[src/rtl/sync_filter_bank.sv]
// Multi-channel level synchroniser: STAGES-deep flop chain per channel, then a
// consecutive-sample glitch filter with registered rise/fall/any_change pulses.
module sync_filter_bank #(
  parameter int unsigned  N             = 16,
  parameter int unsigned  STAGES        = 2,
  parameter int unsigned  FILTER_CYCLES = 4,
  parameter logic [N-1:0] RST_VAL       = '0
) (
  input  logic         clk,
  input  logic         rst,
  input  logic [N-1:0] in,
  output logic [N-1:0] out,
  output logic [N-1:0] rise,
  output logic [N-1:0] fall,
  output logic         any_change
);

  localparam int unsigned   CW       = (FILTER_CYCLES > 1) ? $clog2(FILTER_CYCLES) : 1;
  localparam logic [CW-1:0] CNT_LAST = CW'(FILTER_CYCLES - 1);

  (* ASYNC_REG = "TRUE" *) logic [N-1:0] sync_q [STAGES];
  logic [N-1:0]  ys_c;
  logic [CW-1:0] cnt_q [N];
  logic [CW-1:0] cnt_d [N];
  logic [N-1:0]  out_d;
  logic [N-1:0]  rise_d;
  logic [N-1:0]  fall_d;

  // Pure flop chain; nothing may sit between these stages.
  always_ff @(posedge clk or posedge rst) begin
    if (rst) begin
      for (int k = 0; k < STAGES; k++) sync_q[k] <= RST_VAL;
    end else begin
      sync_q[0] <= in;
      for (int k = 1; k < STAGES; k++) sync_q[k] <= sync_q[k-1];
    end
  end

  assign ys_c = sync_q[STAGES-1];

  // Any agreeing sample clears the counter, so a change needs an unbroken run.
  always_comb begin
    out_d  = out;
    rise_d = '0;
    fall_d = '0;
    for (int i = 0; i < N; i++) cnt_d[i] = '0;
    for (int i = 0; i < N; i++) begin
      if (ys_c[i] != out[i]) begin
        if (cnt_q[i] == CNT_LAST) begin
          out_d[i]  = ys_c[i];
          rise_d[i] = ys_c[i];
          fall_d[i] = ~ys_c[i];
        end else begin
          cnt_d[i] = cnt_q[i] + CW'(1);
        end
      end
    end
  end

  always_ff @(posedge clk or posedge rst) begin
    if (rst) begin
      out        <= RST_VAL;
      rise       <= '0;
      fall       <= '0;
      any_change <= 1'b0;
      for (int i = 0; i < N; i++) cnt_q[i] <= '0;
    end else begin
      out        <= out_d;
      rise       <= rise_d;
      fall       <= fall_d;
      any_change <= |(rise_d | fall_d);
      for (int i = 0; i < N; i++) cnt_q[i] <= cnt_d[i];
    end
  end

endmodule

[config.mk]
export PLATFORM = sky130hd
export DESIGN_NAME = sync_filter_bank
export DESIGN_NICKNAME = d
export VERILOG_FILES = /design/src/rtl/sync_filter_bank.sv
export SDC_FILE = /design/constraint.sdc
export NUM_CORES = 1
export LEC_CHECK = 0
export CORE_MARGIN = 10
export CORE_UTILIZATION = 56
export DETAILED_ROUTE_END_ITERATION = 7
export GPL_TIMING_DRIVEN = 0
export PLACE_DENSITY_LB_ADDON = 0.3
export RECOVER_POWER = 50
export SETUP_SLACK_MARGIN = 0.02
export SYNTH_ARGS = -nofsm -noshare
export SYNTH_HDL_FRONTEND = slang
export SYNTH_SLANG_ARGS = --single-unit
export TNS_END_PERCENT = 20
[constraint.sdc]
create_clock -name clk -period 10.9 [get_ports clk]
set_clock_uncertainty 0.15 [all_clocks]
set_input_delay 1.09 -clock clk [delete_from_list [all_inputs] [get_ports clk]]
set_output_delay 1.09 -clock clk [all_outputs]
set_load 0.1 [all_outputs]
# Word level (Yosys, flattened, before mapping)
# Index checks and enable logic that the tools add are counted.
# W data, S select, Z words.
totals:
  register_bits: 113
  input_bits: 18
  word_cells: 215
op_classes:
  add_sub_neg: 16
  n_eq_ne: 32
  muxes: 96
  n_bitwise: 17
  n_reduce_logical: 17
ops:
  columns: ["op", "count"]
  rows:
  - ["$mux W1", 64]
  - ["$mux W2", 32]
  - ["$add A2 B1 Y2 const B", 16]
  - ["$eq A2 B2 Y1 const B", 16]
  - ["$reduce_and A2 Y1", 16]
  - ["$ne A1 B1 Y1", 16]
  - ["$not A1 Y1", 16]
  - ["$or A16 B16 Y16", 1]
  - ["$reduce_or A16 Y1", 1]

# Logic depth before layout (Yosys ltp)
depth:
  ltp_word: 5
  ltp_mapped: 5

# Worst setup path after synthesis
# OpenSTA, ideal clock, no wires.
synth_path:
  kind: "register -> output"
  from: "register out[10]"
  to: "output out[10]"
  arrival_time_ns: 0.948
  required_ns: 9.660
  slack_ns: 8.712
  stages_incl_launch_ff: 1
  n_path_buf: 0
  cell_sequence: "dfrtp_1"
synth_lines:
  columns: ["element", "line_no", "text"]
  rows:
  - ["start, declared", "12", "output logic [N-1:0] out,"]
  - ["start signal, assigned", "68", "out <= out_d;"]
# No word-level cell between the ends.

# Worst setup path in the final report
layout_path:
  from: "register out[5]"
  to: "output out[5]"
# No word-level cell between the ends.

==> results_dict.tcl <==
set metrics [dict create \
    worstPathRequired_ns 9.66 \
    cp_slowest_cell "clkdlybuf4s50_1" \
    cp-end-kind "primary output" \
    grt_max_degree 60 \
    ys_seq_elements 113 \
    finalMaxSlewViolations 55 \
    drt_iter0_drc 62 \
    syn_nets 295 \
    use_met2_pct 21.94 \
    ys_types 21 \
    clock_path_buffers 2 \
    hold_class "register to register" \
    fin_hold_ws_ns 0.1915 \
    crit_family "buffers and inverters" \
    post-route-period-util_pct 30.67 \
    crit_path_max_fanout 4 \
    p_int_mw 1.029 \
    first_pass_iters 4 \
    vdd.ir_drop.worst_mv 0.1648 \
    period_minus_slack_ns 3.343 \
    cp-startpoint "out[5]$_DFFE_PP0P_" \
    tightest_slew_ns 2.340 \
    rsz0062_at_grt "no" \
    synth_edf_count 0 \
    crit_cells 1 \
    initial_core_util_pct 57.55 \
    coreArea_mm2 0.006794 \
    p_switching_mw 0.6339 \
    grt_pass1_vias 2410 \
    worstSetupStartpointType "register" \
    synthTopCellsByArea "dfrtp_1 72%, ha_1 5.1%, nor3b_1 3.8%" \
    power_density_mw_per_mm2 313.9 \
    maxCapViolations 1 \
    die_area_mm2 0.01072 \
    grt_usage_pct 13.34 \
    synth_largest_area_cell "dfrtp_1" \
    hpwlAfterDp_um 4680 \
    std_cell_rows 30 \
    grt_first_pass_wirelength_um 11590 \
    r2r-end "any_change$_DFF_PP0_" \
    worstSetupPathType "register to primary output" \
    maxSlewHeadroom_pct -56.85 \
    post-route-util_pct 77.97 \
    drive_gt1_share_pct 11.70 \
    switching_share_pct 38.13 \
    root_buffer "clkbuf_8" \
    place.port_buffers 66 \
    multi_input_area_mm2 0.001021 \
    area_growth_pct 35.49 \
    share_seq_of_total_power_pct 34.7 \
    reg2reg_depth 5 \
    critPathMaxStageDelay_ns 1.19 \
    cp.arrival_ns 2.10 \
    insertedDiodeCount 0 \
    gr-usage-met3_pct 6.877 \
    setup_viol 0 \
    cts_htree_levels 4 \
    avgSynthCellArea_um2 14.98 \
    postCtsSetupBuffers 0 \
    path_buf_inv 1 \
    violations "capacitance limit, slew limit" \
    power_frac_clock_pct 32.1 \
    clock_sinks 113 \
    cp_cell_sequence "clkdlybuf4s50_1" \
    async_flop_share_pct 100.0 \
    cts_resized 0 \
    die_y_um 103.6 \
    top_usage_layer "met2" \
    r2r_start "cnt_q[4]$_DFF_PP0_" \
    fmax_mhz 299.1 \
    wirelength_um 6802 \
    status "complete, but fails checks" \
    tns_ns 0 \
    reg2reg_setup_slack_ns 9.27 \
    power_frac_comb_pct 33.2 \
    use_met1_pct 14.50 \
    synth_flop_cell "dfrtp_1" \
    syn-instance-count 261 \
    vias 2238 \
    remaining_drc_errors 0 \
    cts_buffers 17 \
    synth_top_area_share_pct 72.32 \
    hp-start "sync_q[17]$_DFF_PP0_" \
    place.gp.congestion 0.7222 \
    synth_area_mm2 0.003910 \
    die_w_um 103.6 \
    regArea_mm2 0.002828 \
    routedWlPerCell_um 14.95 \
    yosysSeqAreaShare_pct 72.32 \
    grt_overflow 0 \
    dpl_cell_area_mm2 0.004721 \
    antenna_found_initial 0 \
    layout.nets 381 \
    path_clk_slew_ns 0.05 \
    worstSetupEndpoint "out[5]" \
    ctsHoldBuffers 0 \
    clk-insertion-delay-late_ns 0.49 \
    finalHoldViolCount 0 \
    final_area_mm2 0.005298 \
    ys_warn_count 0 \
    leakagePower_nw 2.518 \
    ant_nets 0 \
    viasPerCell 4.919 \
    nFillCells 418 \
    cts_tree "done" \
    io-pin-count 67 \
]
[kinds of logic (layout without fill, tap and decap cells)]
logic type | Yosys count | in the layout | share of synthesized area, %
buf+inv | 15 | 113 | 1.440
flops | 113 | 113 | 72.32
mux | 6 | 6 | 1.728
compound gates | 16 | 16 | 3.104
xor+xnor | 16 | 16 | 3.584
simple gates | 79 | 79 | 12.70
fa+ha+maj | 16 | 16 | 5.120
[through the flow]
| stage | cells | setup slack (ns) | power, mW |
|---|---|---|---|
| 2_1_floorplan | 261 | 6.673 | 0.9993 |
| 3_3_place_gp | 423 | 5.276 | 1.118 |
| 3_5_place_dp | 424 | 8.067 | 1.142 |
| 4_1_cts | 455 | 7.521 | 1.683 |
| 5_1_grt | 455 | 7.498 | 1.742 |
| 6_report | 455 | 7.557 | 1.663 |
[synth_stat cells, types with 4 or more instances]
cell type	n
and2_1	11
xnor2_1	4
and3b_1	9
xor2_1	12
ha_1	16
mux2_2	6
o21ai_0	10
nor2_1	11
nand2_1	11
nor3b_1	20
dfrtp_1	113
nand3b_1	4
nor2b_1	4
nor3_1	4
inv_1	15
[worst min path at each step]
stage / to / slack [ns] / cells after the start
global placement: ys_c[13]$_DFF_PP0_ / 0.18 / 0
floorplan: ys_c[0]$_DFF_PP0_ / 0.18 / 0
finish: ys_c[1]$_DFF_PP0_ / 0.19 / 0
CTS: ys_c[1]$_DFF_PP0_ / 0.19 / 0
global route: ys_c[9]$_DFF_PP0_ / 0.20 / 0
detailed placement: ys_c[14]$_DFF_PP0_ / 0.19 / 0
[final cells by class]
class	instances	share of cell area, %
inverter	15	1.086
clock inverter	11	2.598
timing repair buffer	67	12.99
clock buffer	20	8.408
tap	96	2.267
multi-input combinational	133	19.27
sequential	113	53.38
[metal layers]
layer,vias up,wire length (um)
li1,1053,-
met1,1126,2883
met2,50,3435
met3,9,404
met4,0,79
met5,-,0
[power groups by stage]
stage / logic, mW / registers, mW / clock network [mW]
floorplan: 0.160 / 0.840 / 0
global route: 0.592 / 0.589 / 0.561
CTS: 0.564 / 0.578 / 0.541
global placement: 0.541 / 0.576 / 0
detailed placement: 0.559 / 0.583 / 0
finish: 0.552 / 0.577 / 0.533
[sequential cells by signal, summed over array words and instances (netlist names)]
signal / flops
any_change: 1
cnt_q: 32
fall: 16
out: 16
rise: 16
sync_q: 16
ys_c: 16
[cell usage in the layout, fill, tap and decap left out, types with 2 or more instances in the layout]
cell type | Yosys | layout
a221oi_2 | 3 | 3
a22o_1 | 3 | 3
and2_0 | 0 | 10
and3b_1 | 9 | 9
bufinv_16 | 0 | 3
clkbuf_16 | 0 | 16
clkbuf_8 | 0 | 3
clkdlybuf4s50_1 | 0 | 49
clkinv_2 | 0 | 5
clkinvlp_4 | 0 | 3
dfrtp_1 | 113 | 113
dlygate4sd3_1 | 0 | 17
ha_1 | 16 | 16
inv_1 | 15 | 14
mux2_2 | 6 | 6
nand2_1 | 11 | 11
nand3b_1 | 4 | 4
nand4_1 | 2 | 2
nor2_1 | 11 | 11
nor2b_1 | 4 | 4
nor3_1 | 4 | 4
nor3b_1 | 20 | 21
o21ai_0 | 10 | 10
xnor2_1 | 4 | 4
xor2_1 | 12 | 12
Note: power is estimated with default switching activity, not from simulation.
